<file path="src/rtl/cic_interp_feeder_if.sv">
// Valid/ready sample stream into the CIC interpolator feeder.
// master = upstream sample source, slave = feeder.
interface cic_interp_feeder_if #(
  parameter int ISZ = 16
);
  logic                  valid;
  logic                  ready;
  logic signed [ISZ-1:0] data;

  modport master (output valid, output data, input ready);
  modport slave  (input valid, input data, output ready);
endinterface

</file>
<file path="src/rtl/cic_interp_feeder.sv">
// Buffers baseband samples and hands one to the CIC interpolator every RATIO out_clk
// cycles as a one-cycle strobe plus a held word; flags and counts underruns.
module cic_interp_feeder #(
  parameter int ISZ   = 16,
  parameter int RATIO = 256,
  parameter int DEPTH = 4
) (
  input  logic                   out_clk,
  input  logic                   reset,
  input  logic                   enable,
  input  logic                   zero_on_underrun,
  cic_interp_feeder_if.slave     s,
  output logic                   strobe,
  output logic signed [ISZ-1:0]  sample,
  output logic                   underrun,
  output logic [15:0]            underrun_count,
  output logic [$clog2(DEPTH):0] level
);
  localparam int AW = $clog2(DEPTH);
  localparam int LW = AW + 1;
  localparam int PW = (RATIO > 1) ? $clog2(RATIO) : 1;
  localparam logic [PW-1:0] LAST_PHASE = PW'(RATIO - 1);
  localparam logic [LW-1:0] FULL_LEVEL = LW'(DEPTH);

  function automatic logic [15:0] sat_inc16(input logic [15:0] v);
    return (v == 16'hFFFF) ? v : v + 16'd1;
  endfunction

  logic signed [ISZ-1:0] mem [DEPTH];
  logic [AW-1:0]         wptr;
  logic [AW-1:0]         rptr;
  logic [PW-1:0]         phase;
  logic                  push;
  logic                  fire;
  logic                  empty;
  logic                  pop;

  assign s.ready = !reset && (level < FULL_LEVEL);
  assign push    = s.valid && s.ready;
  assign fire    = enable && (phase == LAST_PHASE);
  assign empty   = (level == '0);
  assign pop     = fire && !empty;

  // Storage needs no reset: occupancy is tracked entirely by the pointers and level.
  always_ff @(posedge out_clk) begin
    if (push) mem[wptr] <= s.data;
  end

  always_ff @(posedge out_clk) begin
    if (reset) begin
      phase          <= '0;
      wptr           <= '0;
      rptr           <= '0;
      level          <= '0;
      strobe         <= 1'b0;
      underrun       <= 1'b0;
      sample         <= '0;
      underrun_count <= '0;
    end else begin
      phase    <= (!enable || fire) ? '0 : phase + 1'b1;
      strobe   <= fire;
      underrun <= fire && empty;
      if (push) wptr <= wptr + 1'b1;
      // Empty strobe either repeats the last word or forces silence.
      if (pop) begin
        rptr   <= rptr + 1'b1;
        sample <= mem[rptr];
      end else if (fire && zero_on_underrun) begin
        sample <= '0;
      end
      underrun_count <= (fire && empty) ? sat_inc16(underrun_count) : underrun_count;
      level          <= level + LW'(push) - LW'(pop);
    end
  end
endmodule

</file>
<file path="src/flat_wrapper.sv">
// flat-port wrapper written by rule: the top's interface ports become plain ports
module cic_interp_feeder_flat 
#(
  parameter int ISZ   = 16,
  parameter int RATIO = 256,
  parameter int DEPTH = 4
)
  (out_clk, reset, enable, zero_on_underrun, strobe, sample, underrun, underrun_count, level, s_valid, s_data, s_ready);
  cic_interp_feeder_if #(.ISZ(ISZ)) s_i ();
  input  logic out_clk;
  input  logic reset;
  input  logic enable;
  input  logic zero_on_underrun;
  output logic strobe;
  output logic signed [ISZ-1:0] sample;
  output logic underrun;
  output logic [15:0] underrun_count;
  output logic [$clog2(DEPTH):0] level;
  input wire logic [$bits(s_i.valid)-1:0] s_valid;
  input wire logic [$bits(s_i.data)-1:0] s_data;
  output wire logic [$bits(s_i.ready)-1:0] s_ready;
  assign s_i.valid = s_valid;
  assign s_i.data = s_data;
  assign s_ready = s_i.ready;
  cic_interp_feeder #(.ISZ(ISZ), .RATIO(RATIO), .DEPTH(DEPTH)) u_core (.out_clk(out_clk), .reset(reset), .enable(enable), .zero_on_underrun(zero_on_underrun), .s(s_i), .strobe(strobe), .sample(sample), .underrun(underrun), .underrun_count(underrun_count), .level(level));
endmodule
</file>
<file path="config.mk">
export PLATFORM = sky130hd
export DESIGN_NAME = cic_interp_feeder_flat
export DESIGN_NICKNAME = d
export VERILOG_FILES = /design/src/rtl/cic_interp_feeder_if.sv /design/src/rtl/cic_interp_feeder.sv /design/src/flat_wrapper.sv
export SDC_FILE = /design/constraint.sdc
export NUM_CORES = 1
export LEC_CHECK = 0
export CORE_ASPECT_RATIO = 1.75
export CORE_MARGIN = 2
export CORE_UTILIZATION = 40
export DETAILED_ROUTE_END_ITERATION = 8
export GPL_ROUTABILITY_DRIVEN = 0
export GPL_TIMING_DRIVEN = 0
export PLACE_DENSITY_LB_ADDON = 0.15
export SYNTH_ARGS = -nofsm -noshare
export SYNTH_HDL_FRONTEND = slang
export SYNTH_SLANG_ARGS = --single-unit
</file>
<file path="constraint.sdc">
create_clock -name out_clk -period 5 [get_ports out_clk]
set_clock_uncertainty 0.1 [all_clocks]
set_input_delay 0.75 -clock out_clk [delete_from_list [all_inputs] [get_ports out_clk]]
set_output_delay 0.75 -clock out_clk [all_outputs]
set_load 0.02 [all_outputs]
</file>
==> impl_summary.md, run 1 <==
Synthesis
The most used flip-flop cell after synthesis is edfxtp_1. Of all cell types, the one taking the most synthesized area is edfxtp_1. For this run, the number of Yosys warnings is 0. The share of flip-flops with an asynchronous set or reset is 0%. The number of synthesized flops with an enable pin is 64. The net count after synthesis is 350.

Synthesis instantiated 43 different standard cells from the library. Counting flops and latches in the post-synthesis netlist gives 115. The fraction of synthesized cell area taken by the top area cell type is between 40% and 50%.

Ranked by total cell area, the synthesized netlist is headed by edfxtp_1, dfxtp_1, mux4_2, nor2_1, a22oi_1. Each instance of the synthesized netlist takes up on average 14.0 um2. In the synthesized netlist, the number of instances is 320. The combined area of all synthesized cells is 4470 um2.

For this run, the register share of the synthesized area comes to 65.8%.

Final layout
The area growth from synthesis to layout is 30.8%. The repair_antennas step left the layout with diodes totalling 0. Leaving out fill and tap cells, the most frequent cell in the layout is edfxtp_1. The top cell types in the final layout, fill and taps aside, are edfxtp_1, clkdlybuf4s50_1, dfxtp_1, nor2_1, clkbuf_16. The number of nets at the end of the flow is 426. The fraction of final layout cells with drive strength greater than 1 is around an eighth.

Drt
The sum of routed wire length over all layers is between 9000 and 10,000 um. The number of nets with antenna violations after detailed routing is 0. The average routed wire per standard cell is 16.9 um. For this run, design rule violations remaining after detail routing come to 0. The final route contains around 2,800 vias. The number of design-rule violations left by the first detailed-router iteration is 90. Using the TritonRoute via totals, the vias-per-cell ratio works out to 5.26. Before antenna repair, the detailed router went through 4 iterations.

Floorplan
The die is 144 um tall. The floorplan step defined a die boundary enclosing between 10,000 and 15,000 um2. The floorplan step set the die width to 83.9 um. The placeable core region is 11,000 um2. In this run the count of I/O pins placed on the die edge is just under 60. The cell row count is 51. For this configuration, the core starts out at a cell density of 40.5%.

Clocking
Buffers inserted during clock tree synthesis total 17. The post-CTS setup buffer count is 0. The number of clock sinks seen by CTS is 115. Clock latency on the worst-skew pair, taken at its later pin, is 0.40 ns. In this run, post-CTS hold repair placed 0 buffers. TritonCTS built the clock tree.

The buffer depth of the longest clock path is 2. After clock tree synthesis, the repair step resized 0 gates. The root cell of the clock tree is clkbuf_16.

The clock tree synthesis step divided the H-tree into 4 levels. After clock tree synthesis, the clock-pin slew on the worst setup and hold paths is 0.05 ns.

Global routing
The number of antenna violations at the first check in global routing is 0. For this run the aggregate overflow at the end of global routing stands at 0. The total global routing track utilization is 16.3%. The via count of the first global-routing pass is about 3,000. The first global-routing pass estimated 14,800 um of wire.

Entering global routing, the biggest net connects 17 pins.

Critical path
The endpoint required time on the critical path is 5.17 ns. The worst setup slack for register-to-register paths is 1.46 ns. Data on the critical path arrives at its endpoint at ~3.8 ns. The worst setup path is launched from an input port. The largest fanout of any net on the critical path is 10. The worst setup path is captured at a register. The critical path is of the input port to register type.

Pwr
In this run the power density over the cells is 413 nW/um2. The standby leakage power is around 2.0 nW. The peak supply drop is 467 uV. The overall power consumption is 0.00241 W.

Flow run
The number of maximum-capacitance constraint violations is 0.

Status
The flow ran to the end, and the final reports show no timing, DRC or antenna violations.

Timing
Measured against its own limit, the worst slew margin works out to 39.1%. The final period demand of the worst path is 3.66 ns. The share of the clock period used by the worst path after layout is 73.2%. Setup repair after global routing left no endpoint under its margin.

The slew of the pin with the lowest slew margin is 0.914 ns. The upper clock frequency limit is 273 MHz. The aggregate negative setup slack is 0 ns. The number of hold-slack violations in the final timing report is 0. The count of pins over their slew limit is 0. The final setup violation count is 0.

Placement
The half-perimeter wire length after detailed placement is slightly above 6000 um. The number of input and output port buffers inserted is 57.

Worst hold path
The worst min-delay path class is register to register.
==> synth_stat cells (2+ instances only) <==
cell type / count
edfxtp_1: 64
dfxtp_1: 51
nor2_1: 41
a22oi_1: 16
mux4_2: 16
clkbuf_1: 11
xor2_1: 10
o21ai_0: 9
a21oi_1: 8
and3_1: 8
ha_1: 8
inv_1: 8
nand2_1: 7
nand3_1: 6
nand4_1: 6
or3_1: 5
xnor2_1: 5
and2_1: 4
nand2b_1: 3
nor2b_1: 3
nor3_1: 3
o31ai_1: 3
nor4_1: 2
o211ai_1: 2
o21bai_1: 2
or4_1: 2
==> per-layer routing <==
layer / vias up / track usage [%] / part of all wire [%]
li1: 1355 / - / -
met1: 1420 / 16.8 / 39
met2: 63 / 30.6 / 57
met3: 8 / 5.05 / 3.0
met4: 0 / 6.37 / 1.1
met5: - / 0 / 0
==> area by class of cell <==
cell class | count | area, um2
fill | 934 | 5190
buffer | 13 | 50.0
timing repair buffer | 57 | 571
multi-input combinational | 184 | 1450
tap | 132 | 165
clock inverter | 14 | 211
sequential | 115 | 2940
clock buffer | 18 | 429
inverter | 8 | 30.0
==> registers in the layout, indices dropped and copies added (netlist names), named ones only <==
signal / flops
u_core.wptr: 2
u_core.phase: 8
u_core.underrun_count: 16
u_core.underrun: 1
u_core.mem: 64
u_core.level: 3
u_core.strobe: 1
u_core.sample: 16
u_core.rptr: 2
==> metrics by stage <==
stage          hold WS, ns  setup slack [ns]  instance area (um2)  instances  util (%)
5_1_grt              0.430              1.07                 5850        541      53.0
3_5_place_dp         0.379             0.887                 5200        509      47.1
2_1_floorplan        0.342              1.94                 4470        320         -
3_3_place_gp         0.375             0.893                 5200        509      47.1
4_1_cts              0.400              1.31                 5850        541      53.0
6_report             0.394              1.34                 5850        541      53.0
==> worst max-delay path: stages <==
cell             delay (ns)
clkdlybuf4s50_1        0.48
nand4_1                0.26
nor3b_2                0.65
clkbuf_1               0.51
ha_1                   0.20
inv_1                  0.04
ha_1                   0.20
fa_1                   0.37
xnor2_1                0.17
xnor2_1                0.14
nor2_1                 0.05
==> power by group <==
part / total, W / switching, W / internal (W)
clock network: 0.00130 / 0.000417 / 0.000881
registers: 0.00103 / 0.00000863 / 0.00102
logic: 0.0000850 / 0.0000458 / 0.0000392
total: 0.00241 / 0.000472 / 0.00194
==> logic make-up (layout without fill, tap and decap cells) <==
group,Yosys count,in the layout,synth area share (%)
mux,18,18,8.54
simple gates,98,98,11.8
flops,115,115,65.8
compound gates,44,44,6.38
buf+inv,21,110,1.79
xor+xnor,15,15,2.94
fa+ha+maj,9,9,2.69
==> path summary, 6_finish.rpt <==
check                  start               to  depth (start not counted)
max reg2reg  u_core.phase[0]  u_core.level[2]                         11
max                   enable  u_core.level[2]                         11
min reg2reg  u_core.phase[0]  u_core.phase[0]                          1
min          u_core.phase[0]  u_core.phase[0]                          1
Note: power is estimated with default switching activity, not from simulation.
==> run 2: changes to the inputs <==
==> constraint.sdc (replaced) <==
create_clock -name out_clk -period 3.1 [get_ports out_clk]
set_clock_uncertainty 0.1 [all_clocks]
set_input_delay 0.465 -clock out_clk [delete_from_list [all_inputs] [get_ports out_clk]]
set_output_delay 0.465 -clock out_clk [all_outputs]
set_load 0.02 [all_outputs]
==> impl_summary.md, run 2 (synthesis results as in run 1) <==
Timing
The worst-case setup margin in the final layout is 0.274 ns. The count of pins over their slew limit is 0. The number of hold-slack violations in the final timing report came to 0. The aggregate negative setup slack is 0 ns. Of the available clock period, the critical path in the final layout requires 91.1%. The clock period could shrink to 2.83 ns. Setup repair after global routing left no endpoint under its margin. The upper clock frequency limit is ~350 MHz.

The slew of the pin with the lowest slew margin is between 0.9 and 1 ns. The final setup violation count is 0. Headroom to the max-slew limit came out at 38.8%.

Pwr
Of the total power, the share spent switching nets is 19.6%. The clock group share of total power is 53.8%. The portion of total power attributed to combinational logic is 3.5%. Dividing total power by cell area gives a power density of 664 nW/um2. The sequential cell fraction of total power is roughly 43%. Cell internal power was estimated by the tool at 0.00313 W.

The peak supply drop is ~750 uV. The switching power summed over all nets is 0.000762 W. Summing internal, switching and leakage power gives 0.00389 W.

In this run the static leakage power is slightly below 2 nW.

Final layout
The register with the most flip-flops in the layout has 64 of them. The area growth from synthesis to layout is 31.3%. The final standard cell utilization of the core is roughly 53%. The count of antenna diodes in the layout is 0.

After the last flow step, the layout net total stands at 428. The layout has between 900 and 1,000 filler cells. The top cell types in the final layout, fill and taps aside, are edfxtp_1, clkdlybuf4s50_1, dfxtp_1, nor2_1, clkbuf_16. The fraction of final layout cells with drive strength greater than 1 is 13.4%.

Registers take 2940 um2. The most common library cell in the layout ignoring fill and taps is edfxtp_1. The largest registers in the layout are u_core.mem: 64 flops, u_core.sample: 16 flops, u_core.underrun_count: 16 flops. The largest register by flop count is u_core.mem. The filler-free cell count of the finished design is ~540. The multi-input logic area is 1450 um2.

Critical path
STA puts the critical path data required time at 3.27 ns. The cell seen most often among critical-path stages is ha_1. Walking the worst path, the cells encountered are ha_1, nand4_1, nor3b_4, clkbuf_2, ha_1, inv_1, ha_1, fa_1, xnor2_1, xnor2_1, nor2_1.

Along the worst path, the maximum fanout reaches 10. The endpoint type of the worst setup path is a register. The worst setup path is launched from a register. The data arrival at the endpoint of the critical path is 3.00 ns.

The delay contributed by the slowest stage of the critical path is 0.40 ns. The library cell contributing the largest single delay on the critical path is dfxtp_1. The critical path in this run is classified as register to register.

Floorplan
The cell row count is 51. The area of the die is around 12,000 um2. After floorplanning, the core was sized to cover 11,000 um2. Measured along the x axis, the die boundary spans around 84 um. The starting density of the core is 40.5%.

Measured along the y axis, the die boundary spans 144 um. The I/O pin count is around 60.

Global routing
Across every metal layer, demand over resource in global routing totals 16.4%. The via count of the first global-routing pass is 2,968. The number of antenna violations at the first check in global routing is 0.

The total overflow reported by the global router is 0. The first global-routing pass estimated between 10,000 and 15,000 um of wire. The pin count of the biggest net entering global routing is 17.

Clocking
The number of CTS-inserted buffers is 17. The clock passes through at most 2 buffers. The tree is rooted in a clkbuf_16. For this design, the CTS-stage hold fixing added 0 buffers. TritonCTS built the clock tree. Counting every sink on the clock net gives 115. The clock-pin slew of the registers on the worst-case setup and hold paths is 0.05 ns.

Clock latency on the worst-skew pair, taken at its later pin, is 0.40 ns. The level count of the clock H-tree is 4.

Drt
Dividing the detail-routed wire length by the instance count gives roughly 17 um. The first TritonRoute pass finished after 4 iterations. For this run, design rule violations remaining after detail routing come to 0. The number of nets with antenna violations after detailed routing is 0. After the first detailed-routing iteration, the DRC count stood at 101. Detailed routing inserted a total of 2,832 vias.

The routed design has 9160 um of wire. Using the TritonRoute via totals, the vias-per-cell ratio works out to 5.22.

Placement
Port buffering added 57 buffers. The half-perimeter wire length after detailed placement is 6210 um. The placement-stage worst setup slack is -0.728 ns. The number of cells after detailed placement is 509.

Flow run
Across the run, the number of max-cap violations was 0.

Status
The run finished with clean final reports.

Worst hold path
In this run the worst hold path is classified as register to register.
## run 2: final timing paths
path	start	end	slack (ns)	cells after the start
worst min register to register	u_core.phase[0]	u_core.phase[0]	0.39	1
worst max-delay path	u_core.phase[0]	u_core.level[2]	0.27	11
worst max register to register	u_core.phase[0]	u_core.level[2]	0.27	11
worst min-delay path	u_core.phase[0]	u_core.phase[0]	0.39	1
## run 2: layout make-up
cell class,count,share of cell area (%)
repair buffers,59,9.98
well taps,132,2.81
multi-input cells,184,24.8
flip-flops and latches,115,50.1
clock buffers,18,7.31
plain buffers,13,0.874
clock inverters,14,3.60
inverters,8,0.512
## run 2: repair_timing
action | 4_1_cts | 5_1_grt
buffers inserted | 1 | 1
pin swaps | 1 | 1
setup endpoints to repair | 3 | 1
gates resized for setup | 2 | 0
## run 2: critical path: cells and delay by family, from the launching register on
kind                       cells  cell delay (ns)
buffers and inverters          2             0.34
xor gates and xnor gates       2             0.31
and+or+nand+nor                3             0.54
adders and majority gates      4             1.01
DFF                            1             0.40
## run 2: per-layer routing
metal	routed length, um	global-route usage [%]	vias up	part of all wire, %
met4	136	6.37	0	1.5
met3	243	5.05	12	2.7
li1	-	-	1357	-
met5	0	0	-	0
met2	5240	30.7	51	57
met1	3540	16.8	1412	39
## run 2: per-stage QoR
stage / instance area [um2] / hold slack, ns
CTS: 5860 / 0.400
global route: 5870 / 0.430
detailed placement: 5200 / 0.379
global placement: 5200 / 0.375
floorplan: 4470 / 0.342
finish: 5870 / 0.392
## run 2: power groups by stage
stage | sequential [W] | clock, W | combinational (W)
floorplan | 0.00169 | 0 | 0.0000693
global placement | 0.00169 | 0 | 0.000138
finish | 0.00166 | 0.00209 | 0.000138
detailed placement | 0.00169 | 0 | 0.000140
CTS | 0.00166 | 0.00212 | 0.000142
global route | 0.00166 | 0.00220 | 0.000154
==> run 3: changes to the inputs <==
--- a/config.mk
+++ b/config.mk
@@ -9,7 +9,7 @@
 export CORE_MARGIN = 2
 export CORE_UTILIZATION = 40
 export DETAILED_ROUTE_END_ITERATION = 8
-export GPL_ROUTABILITY_DRIVEN = 0
+export GPL_ROUTABILITY_DRIVEN = 1
 export GPL_TIMING_DRIVEN = 0
 export PLACE_DENSITY_LB_ADDON = 0.15
 export SYNTH_ARGS = -nofsm -noshare
==> results of run 3 <==
No change in the layout: final DEF, timing and power equal those of run 2.
